<file path="src/rtl/serial_adder_ctrl.sv">
// Bit-serial adder: one full_adder cell walks a WIDTH-bit operand pair LSB first.
// Optional macro SERIAL_ADD_SUB_EN adds a `sub` input for two's-complement subtraction.

module full_adder (
    input  logic a_i,
    input  logic b_i,
    input  logic c_i,
    output logic s_o,
    output logic c_o
);
    assign s_o = a_i ^ b_i ^ c_i;
    assign c_o = (a_i & b_i) | (a_i & c_i) | (b_i & c_i);
endmodule

module serial_adder_ctrl #(
    parameter int WIDTH = 8
) (
    input  logic             clk,
    input  logic             reset,
    input  logic             start,
    input  logic [WIDTH-1:0] a,
    input  logic [WIDTH-1:0] b,
    input  logic             c_in,
`ifdef SERIAL_ADD_SUB_EN
    input  logic             sub,
`endif
    output logic             busy,
    output logic             done,
    output logic [WIDTH-1:0] sum,
    output logic             c_out
);
    localparam int CW = (WIDTH > 1) ? $clog2(WIDTH) : 1;
    localparam logic [CW-1:0] LAST_BIT = CW'(WIDTH - 1);

    typedef enum logic [1:0] {
        IDLE = 2'd0,
        RUN  = 2'd1,
        DONE = 2'd2
    } state_e;

    state_e           state_q, state_d;
    logic [WIDTH-1:0] a_q, a_d;
    logic [WIDTH-1:0] b_q, b_d;
    logic [WIDTH-1:0] psum_q, psum_d;
    logic [WIDTH-1:0] sum_q, sum_d;
    logic [CW-1:0]    cnt_q, cnt_d;
    logic             carry_q, carry_d;
    logic             cout_q, cout_d;
    logic             b_bit;
    logic             start_carry;
    logic             fa_s, fa_c;
    logic [WIDTH-1:0] psum_shift;

`ifdef SERIAL_ADD_SUB_EN
    logic sub_q, sub_d;

    // Subtraction is a + ~b + 1: invert B into the cell and seed the carry with 1.
    assign b_bit       = b_q[0] ^ sub_q;
    assign start_carry = sub ? 1'b1 : c_in;
`else
    assign b_bit       = b_q[0];
    assign start_carry = c_in;
`endif

    full_adder u_fa (
        .a_i (a_q[0]),
        .b_i (b_bit),
        .c_i (carry_q),
        .s_o (fa_s),
        .c_o (fa_c)
    );

    // NOTE: every variable gets a default at the top of the block, so no path leaves one unassigned and no latch is inferred.
    always_comb begin
        state_d    = state_q;
        a_d        = a_q;
        b_d        = b_q;
        psum_d     = psum_q;
        sum_d      = sum_q;
        cnt_d      = cnt_q;
        carry_d    = carry_q;
        cout_d     = cout_q;
`ifdef SERIAL_ADD_SUB_EN
        sub_d      = sub_q;
`endif
        psum_shift             = psum_q >> 1;
        psum_shift[WIDTH-1]    = fa_s;

        unique case (state_q)
            IDLE: begin
                if (start) begin
                    a_d     = a;
                    b_d     = b;
                    carry_d = start_carry;
                    cnt_d   = '0;
`ifdef SERIAL_ADD_SUB_EN
                    sub_d   = sub;
`endif
                    state_d = RUN;
                end
            end
            RUN: begin
                a_d     = a_q >> 1;
                b_d     = b_q >> 1;
                psum_d  = psum_shift;
                carry_d = fa_c;
                cnt_d   = cnt_q + CW'(1);
                if (cnt_q == LAST_BIT) begin
                    sum_d   = psum_shift;
                    cout_d  = fa_c;
                    state_d = DONE;
                end
            end
            DONE:    state_d = IDLE;
            default: state_d = IDLE;
        endcase
    end

    // NOTE: state uses non-blocking assignments so every register samples pre-edge values, matching the hardware.
    // NOTE: datapath registers are reset along with the FSM; there are only a handful, and it keeps the post-reset state fully defined.
    always_ff @(posedge clk) begin
        if (reset) begin
            state_q <= IDLE;
            a_q     <= '0;
            b_q     <= '0;
            psum_q  <= '0;
            sum_q   <= '0;
            cnt_q   <= '0;
            carry_q <= 1'b0;
            cout_q  <= 1'b0;
`ifdef SERIAL_ADD_SUB_EN
            sub_q   <= 1'b0;
`endif
        end else begin
            state_q <= state_d;
            a_q     <= a_d;
            b_q     <= b_d;
            psum_q  <= psum_d;
            sum_q   <= sum_d;
            cnt_q   <= cnt_d;
            carry_q <= carry_d;
            cout_q  <= cout_d;
`ifdef SERIAL_ADD_SUB_EN
            sub_q   <= sub_d;
`endif
        end
    end

    assign busy  = (state_q != IDLE);
    assign done  = (state_q == DONE);
    assign sum   = sum_q;
    assign c_out = cout_q;

endmodule
</file>
<file path="config.mk">
export PLATFORM = sky130hd
export DESIGN_NAME = serial_adder_ctrl
export DESIGN_NICKNAME = d
export VERILOG_FILES = /design/src/rtl/serial_adder_ctrl.sv
export SDC_FILE = /design/constraint.sdc
export NUM_CORES = 1
export LEC_CHECK = 0
export ABC_AREA = 1
export CORE_MARGIN = 2
export CORE_UTILIZATION = 55
export DETAILED_ROUTE_END_ITERATION = 10
export PLACE_DENSITY_LB_ADDON = 0.08
export SETUP_SLACK_MARGIN = 0.2
export SLEW_MARGIN = 5
export SYNTH_ARGS = -nofsm -noshare
export SYNTH_HDL_FRONTEND = slang
export SYNTH_SLANG_ARGS = --single-unit
</file>
<file path="constraint.sdc">
create_clock -name clk -period 1.65 [get_ports clk]
set_input_delay 0.2475 -clock clk [delete_from_list [all_inputs] [get_ports clk]]
set_output_delay 0.2475 -clock clk [all_outputs]
set_load 0.02 [all_outputs]
</file>
; After elaboration in Yosys (flattened, before gate mapping)
; Index checks and enable logic that the tools add are counted.
; Widths: inputs -> output; s select.
[word_totals]
ff_bits = 39
in_bits = 20
output_inout_bits = 11
wordCells = 38
[op_classes]
addsub = 1
n_eq_ne = 5
n_mux = 11
bitwise = 7
n_reduce_logical = 6
[ops]
columns = op, count
row1 = $pmux 8 s2, 2
row2 = $mux 8, 2
row3 = $pmux 3 s2, 1
row4 = $reduce_and 2->1, 3
row5 = $mux 2, 2
row6 = $ne 2x2->1 const B, 2
row7 = $pmux 2 s2, 1
row8 = $reduce_bool 2->1, 2
row9 = $add 3x1->3 const B, 1
row10 = $and 1x1->1, 3
row11 = $eq 3x3->1 const B, 1
row12 = $mux 3, 1
row13 = $eq 2x1->1 const B, 1
row14 = $eq 2x2->1 const B, 1
row15 = $logic_not 2->1, 1
row16 = $or 1x1->1, 2
row17 = $pmux 1 s2, 1
row18 = $xor 1x1->1, 2
row19 = $mux 1, 1

; Longest topological paths before layout
; Gate-level depths: netlist of the first run.
[logic_depth]
ltp_word = 4
ltp_mapped = 6
mapped_depth_nobuf = 6

; Modules after synthesis
; From an unflattened synthesis of the first run, not the netlist that was laid out.
[hier_totals]
cells_unflattened = 250
area_unflattened_um2 = 1707.9
[modules_own_cells]
columns = mod, instances, cells_per_inst, area_each_um2, seq_area_each_um2
row1 = serial_adder_ctrl, 1, 249, 1687.9, 760.7
row2 = full_adder, 1, 1, 20.0, 0.0

; Worst setup path after synthesis of the first run
; Ideal clock, no wire load.
[synth_timing]
path_type = reg-to-output
from = register state_q[0]
to = output port done
arrival_ps = 944
t_required_ps = 1402
setup_slack_ps = 459
stages_incl_launch_ff = 4
n_path_buf = 2
path_cell_list = dfxtp_1 buf_6 buf_4 nor2_1
[synth_via]
elab_chain_len = 1
[synth_lines]
columns = item, line_no
row1 = start: declaration, 41  ; state_e state_q, state_d;
row2 = start signal: assignment, 135  ; state_q <= state_d;
row3 = $eq 2x2->1, 150  ; assign done = (state_q == DONE);
row4 = end: declaration, 28  ; output logic done,
; Every way passes these cells.

; Worst setup path after layout of the first run
[layout_timing]
from = register state_q[1]
to = output port done
; Same word-level chain as after synthesis.

==> metrics.yaml, run 1 <==
peakVddDrop_mv: 0.781
pwr-share-seq: 0.470
grt_pass1_vias: 1329
ys_ff_latch: 38
yosysMostFrequentCell: "nand2_1"
ys_seq_area_frac: 0.443
hp-start: "c_out"
rows: 20
worst_clock_skew_ns: 0.00767
critPathMaxFanout: 3
outcome: "complete, no violations"
cts_buffers: 5
cp_cell_sequence: "inv_2, nor2_1, clkbuf_2"
p_int_uw: 1620
cts_tree: "yes"
synth-main-ff-cell: "dfxtp_1"
ant_nets: 0
drc: 0
tightest_slew_ns: 0.293
hpwl_um: 2250
start_kind: "flip-flop"
hold_depth: 2
io_pins: 31
yosys_warnings: 0
setup_violations: 0
maxCapViolations: 0
clkTransAtPathRegs_ns: 0.12
synthTopCellsByArea: "dfxtp_1 (44%), nand2_1 (16%), inv_1 (9.0%)"
start_util: 0.571
p_clk_frac: 0.390
post_cts_buffers: 0
die_x_um: 59.8
vias: 1509
slowest_delay_ns: 0.40
dr.pass1.iters: 4
finalPower_uw: 2120
synth_top_area_share: 0.443
r2r_slack_ns: 0.39
grt_first_pass_wirelength_um: 5550
die_h_um: 59.8
antenna_found_initial: 0
worstSetupPathType: "flip-flop to output pin"
rsz0062_at_grt: "no"
routed_via_density: 4.79
antenna_cells: 0
pwr-share-comb: 0.140
wl_um: 3230
ys_types: 21
final.period_utilization: 0.834
reg2reg_to: "sum[7]"
cts.path.max_buffers: 2
powerDensity_mw_per_mm2: 983
synth_edf_count: 0
crit_required_ns: 1.40
grt_usage: 0.210
core_area_mm2: 0.00300
area_growth_syn_to_layout_pct: 26.0
holdPathEnd: "c_out"
synth_area_mm2: 0.00172
r2r_start: "cnt_q[0]"
cts_root_buffer: "clkbuf_4"
relSlewSlack: 0.805
synth_common_cells: "nand2_1 (72), inv_1 (41), dfxtp_1 (38), a21oi_1 (27), nor2_1 (22)"
switching_share: 0.237
hold_path.class: "flip-flop to flip-flop"
post-synth-top-area-cell: "dfxtp_1"
cpMaxStageDelayCell: "dfxtp_2"
drive_above_1_share: 0.103
end_kind: "output pin"
period_needed_ns: 1.38
cp_top_family: "flip-flops"
io_buffer_count: 30
fmax_mhz: 727
reg2reg_depth: 6
setup_tns_ns: 0
p_leak_uw: 0.00106
place_congestion: 0.714
finalHoldViolCount: 0
drtIter0Drc: 70
syn_inst: 247
wl_per_cell_um: 10.3
ys_async_sr_fraction: 0
grt_remaining_overflow: 0
switchingPower_uw: 502
postSynthAreaPerCell_um2: 6.94
arrival_ns: 1.13
worstSkewPairLatency_ns: 0.35
grt_max_degree: 29
htreeDepth: 2
die_area_mm2: 0.00358
slew_viol_final: 0
synth_fp_nets: 270
timing.critical_path.buf_inv: 2
fin_nets: 304
clock-sinks: 38
-- worst register-to-register path: cells and delay by family (launching register included) --
kind,cells,cell delay [ns]
buf+inv,1,0.11
fa+ha+maj,2,0.42
simple gates,3,0.32
flops,1,0.37
-- power by group through the flow --
stage          clock [µW]  combinational (µW)  sequential, µW
2_1_floorplan           0                 204            1010
3_3_place_gp            0                 294            1010
3_5_place_dp            0                 299            1020
4_1_cts               846                 300             997
5_1_grt               883                 343            1000
6_report              829                 297             998
-- worst max-delay path by stage --
stage / cells past startpoint / slack (ns) / startpoint / to
5_1_grt: 3 / 0.20 / state_q[1] / done
3_3_place_gp: 3 / 0.22 / state_q[1] / done
3_5_place_dp: 3 / 0.21 / state_q[1] / done
2_1_floorplan: 3 / 0.46 / state_q[0] / done
4_1_cts: 3 / 0.09 / state_q[1] / done
6_report: 3 / 0.27 / state_q[1] / done
-- logic make-up (layout without fill, tap and decap cells) --
family / after synthesis / in the layout / synth area share
fa+ha+maj: 3 / 3 / 0.0263
buf+inv: 55 / 90 / 0.141
compound gates: 42 / 42 / 0.129
simple gates: 109 / 109 / 0.260
flops: 38 / 38 / 0.443
-- final cells by class --
type                            count  area (µm²)
Clock buffer                        6        51.3
Clock inverter                      2        60.1
Fill cell                         265         841
Inverter                           45         169
Multi-Input combinational cell    154         721
Sequential cell                    38         763
Tap cell                           33        41.3
Timing Repair Buffer               37         357
-- stage by stage --
stage | std cells | setup WS [ns] | instance area [µm²] | hold slack (ns) | utilization
2_1_floorplan | 247 | 0.459 | 1720 | 0.317 | -
3_3_place_gp | 307 | 0.216 | 2060 | 0.448 | 0.687
3_5_place_dp | 307 | 0.213 | 2060 | 0.454 | 0.687
4_1_cts | 315 | 0.0900 | 2160 | 0.472 | 0.719
5_1_grt | 315 | 0.198 | 2160 | 0.490 | 0.720
6_report | 315 | 0.274 | 2160 | 0.467 | 0.720
-- repair_timing --
| item | in CTS | in global routing |
|---|---|---|
| hold buffers | 0 | 0 |
| cloned | 0 | 0 |
| endpoints found under the setup margin | 11 | 2 |
| gates resized for setup | 11 | 8 |
-- placed cells by master (no fill, tap or decap) --
cell / Yosys / layout
buf_12: 0 / 2
nor2_1: 22 / 21
dfxtp_1: 38 / 36
buf_4: 3 / 5
bufinv_16: 0 / 2
clkbuf_2: 0 / 2
o21ai_4: 1 / 1
fa_1: 1 / 1
o21ai_1: 13 / 13
nand2_2: 1 / 1
inv_1: 41 / 41
clkdlybuf4s50_1: 0 / 19
nand2_4: 1 / 1
clkbuf_4: 0 / 5
clkbuf_8: 0 / 1
dlygate4sd2_1: 0 / 9
ha_1: 2 / 2
o21ai_0: 1 / 1
nand2_1: 72 / 72
nor2_4: 1 / 2
nand3_2: 1 / 1
nand3_1: 11 / 11
a21oi_1: 27 / 27
inv_2: 4 / 4
dfxtp_2: 0 / 2
-- routing by layer --
layer,vias up,part of all wire,GRT usage,wire [µm]
met1,664,0.48,0.255,1540
li1,816,-,-,-
met3,6,0.036,0.0714,116
met5,-,0,0,0
met4,0,0.016,0.0794,53
met2,23,0.47,0.340,1520
-- sequential cells by signal, indices dropped and copies added, names as in the netlist --
name	flops
b_q	8
psum_q	7
c_out	1
sum	8
a_q	8
carry_q	1
cnt_q	3
state_q	2
No activity file was read; power rests on OpenSTA's default activity.
==> run 2: changes to the inputs <==
--- a/config.mk
+++ b/config.mk
@@ -7,7 +7,7 @@
 export LEC_CHECK = 0
 export ABC_AREA = 1
 export CORE_MARGIN = 2
-export CORE_UTILIZATION = 55
+export CORE_UTILIZATION = 51
 export DETAILED_ROUTE_END_ITERATION = 10
 export PLACE_DENSITY_LB_ADDON = 0.08
 export SETUP_SLACK_MARGIN = 0.2
==> constraint.sdc (replaced) <==
create_clock -name clk -period 1.3 [get_ports clk]
set_input_delay 0.195 -clock clk [delete_from_list [all_inputs] [get_ports clk]]
set_output_delay 0.195 -clock clk [all_outputs]
set_load 0.02 [all_outputs]
==> metrics.yaml, run 2 (synthesis results as in run 1) <==
holdPathEnd: "a_q[7]"  # was c_out
start_util: 0.522  # was 0.571
core_area_mm2: 0.00328  # was 0.00300 mm²
clkTransAtPathRegs_ns: 0.12  # about the same
antenna_cells: 0  # unchanged
htreeDepth: 2  # unchanged
final_common_cell: "nand2_1"  # unchanged
setup_violations: 1  # was 0
io_pins: 31  # unchanged
die_x_um: 62.0  # was 59.8 µm
relSlewSlack: 0.829  # was 0.805
place_inst: 325  # was 307
fillers: 188  # was 265
drc: 0  # unchanged
timing.critical_path.buf_inv: 3  # was 2
setup_tns_ns: -0.00901  # was 0 ns
grt_max_degree: 15  # was 29
arrival_ns: 1.60  # was 1.13 ns
cts_buffers: 5  # unchanged
grt_pass1_vias: 1480  # was 1,329
worstSetupPathType: "flip-flop to flip-flop"  # was flip-flop to output pin
r2r_start: "state_q[0]"  # was cnt_q[0]
finalNonFillerCells: 353  # was 315
reg2reg_depth: 6  # unchanged
powerDensity_mw_per_mm2: 1000  # was 983 mW/mm²
pwr-share-seq: 0.467  # was 0.470
worstSkewPairLatency_ns: 0.36  # was 0.35 ns
cpMaxStageDelayCell: "dfxtp_4"  # was dfxtp_2
violations: "setup timing"
hp-start: "a[7]"  # was c_out
outcome: "finished, violations left"  # was complete, no violations
maxCapViolations: 0  # unchanged
r2r_slack_ns: -0.009  # was 0.39 ns
hold_path.class: "input pin to flip-flop"  # was flip-flop to flip-flop
pre_cts_ws_ns: -0.0356  # was 0.213 ns
fin_nets: 330  # was 304
rsz0062_at_grt: "yes"  # was no
place_congestion: 0.763  # was 0.714
fmax_mhz: 764
period_needed_ns: 1.31
dpl_cell_area_mm2: 0.00211  # was 0.00206 mm²
antenna_found_initial: 0  # unchanged
tightest_slew_ns: 0.256  # was 0.293 ns
cp_cell_sequence: "buf_12, o21ai_4, buf_4, buf_6, nand2_1, a21oi_1"  # was inv_2, nor2_1, clkbuf_2
rows: 21  # was 20
regArea_um2: 773  # was 763 µm²
cts.path.max_buffers: 2  # unchanged
cp_top_family: "buffers and inverters"  # was flip-flops
critPathMaxFanout: 5  # was 3
drtIter0Drc: 95  # was 70
cts_hold_buf: 0  # unchanged
vias: 1763  # was 1,509
hpwl_um: 2230  # was 2250 µm
switchingPower_uw: 749  # was 502 µW
clock-sinks: 38  # unchanged
finalHoldViolCount: 0  # unchanged
wl_um: 5040  # was 3230 µm
grt_first_pass_wirelength_um: 6780  # was 5550 µm
routed_via_density: 4.99  # was 4.79
peakVddDrop_mv: 0.775  # was 0.781 mV
final.period_utilization: 1.01
area_growth_syn_to_layout_pct: 58.1  # was 26.0%
final_cell_mix: "nand2_1 (50), inv_1 (40), dfxtp_1 (32)"  # was nand2_1 (72), inv_1 (41), dfxtp_1 (36)
start_kind: "flip-flop"  # unchanged
p_clk_frac: 0.308  # was 0.390
postLayoutSetupSlackWorst_ns: -0.00901  # was 0.274 ns
slowest_delay_ns: 0.39  # was 0.40 ns
crit_required_ns: 1.60  # was 1.40 ns
p_int_uw: 1970  # was 1620 µW
wl_per_cell_um: 14.3  # was 10.3 µm
grt_remaining_overflow: 0  # unchanged
switching_share: 0.275  # was 0.237
die_area_mm2: 0.00384  # was 0.00358 mm²
grt_usage: 0.250  # was 0.210
ant_nets: 0  # unchanged
multi_input_area_mm2: 0.00101  # was 721 µm²
reg2reg_to: "cnt_q[2]"  # was sum[7]
hold_depth: 3  # was 2
cts_tree: "yes"  # unchanged
die_h_um: 62.0  # was 59.8 µm
worst_clock_skew_ns: 0.0110  # was 0.00767 ns
cts_root_buffer: "clkbuf_4"  # unchanged
stdcell_area_mm2: 0.00271  # was 0.00216 mm²
pwr-share-comb: 0.224  # was 0.140
end_kind: "flip-flop"  # was output pin
io_buffer_count: 30  # unchanged
drive_above_1_share: 0.378  # was 0.103
p_leak_uw: 0.00124  # was 0.00106 µW
dr.pass1.iters: 4  # unchanged
slew_viol_final: 0  # unchanged
## run 2: cell types whose count changed in the layout (fill, tap and decap cells not counted), sizes merged
cell         delta
dlygate4sd2     -9
buf            +32
clkbuf          -1
bufinv          -1
nand2           +4
## run 2: how the worst max path moves through the flow
| stage | slack [ns] | depth (start not counted) | start | to |
|---|---|---|---|---|
| floorplan | 0.20 | 5 | carry_q | carry_q |
| global placement | -0.04 | 7 | state_q[0] | sum[7] |
| detailed placement | -0.04 | 7 | state_q[0] | sum[7] |
| CTS | 0.07 | 3 | state_q[0] | busy |
| global route | -0.05 | 7 | state_q[0] | sum[7] |
| finish | -0.009 | 6 | state_q[0] | cnt_q[2] |
## run 2: metal layers
layer | vias up | global-route usage | routed length (µm)
met5 | - | 0 | 0
met4 | 0 | 0.125 | 148
met3 | 17 | 0.0683 | 259
met2 | 56 | 0.391 | 2520
met1 | 818 | 0.315 | 2110
li1 | 872 | - | -
## run 2: what timing repair did
| action | in CTS | in global routing |
|---|---|---|
| setup buffers | 11 | 3 |
| setup endpoints to repair | 49 | 45 |
| pin swaps | 21 | 15 |
| resized for setup | 94 | 47 |
| cloned | 4 | 3 |
## run 2: area by class of cell
type,count,area share
inverter,45,0.0632
clock buffer,6,0.0189
sequential,38,0.285
timing repair buffer,59,0.229
multi-input combinational,158,0.372
tap,46,0.0212
clock inverter,1,0.0111
## run 2: per-stage QoR
step	total power, µW	util	hold WS [ns]
floorplan	1540	-	0.264
detailed placement	1670	0.641	0.454
finish	2720	0.826	0.462
global route	2830	0.826	0.454
CTS	2610	0.750	0.428
global placement	1670	0.641	0.450
## run 2: worst min-delay path, delay by kind of cell
family / cells / cell delay (ns)
buf+inv: 1 / 0.43
simple gates: 1 / 0.11
compound gates: 1 / 0.05
## run 2: power groups by stage
stage	clock, µW	sequential [µW]	combinational [µW]
finish	839	1270	611
global route	892	1280	659
CTS	845	1270	498
detailed placement	0	1290	380
global placement	0	1290	378
floorplan	0	1290	259
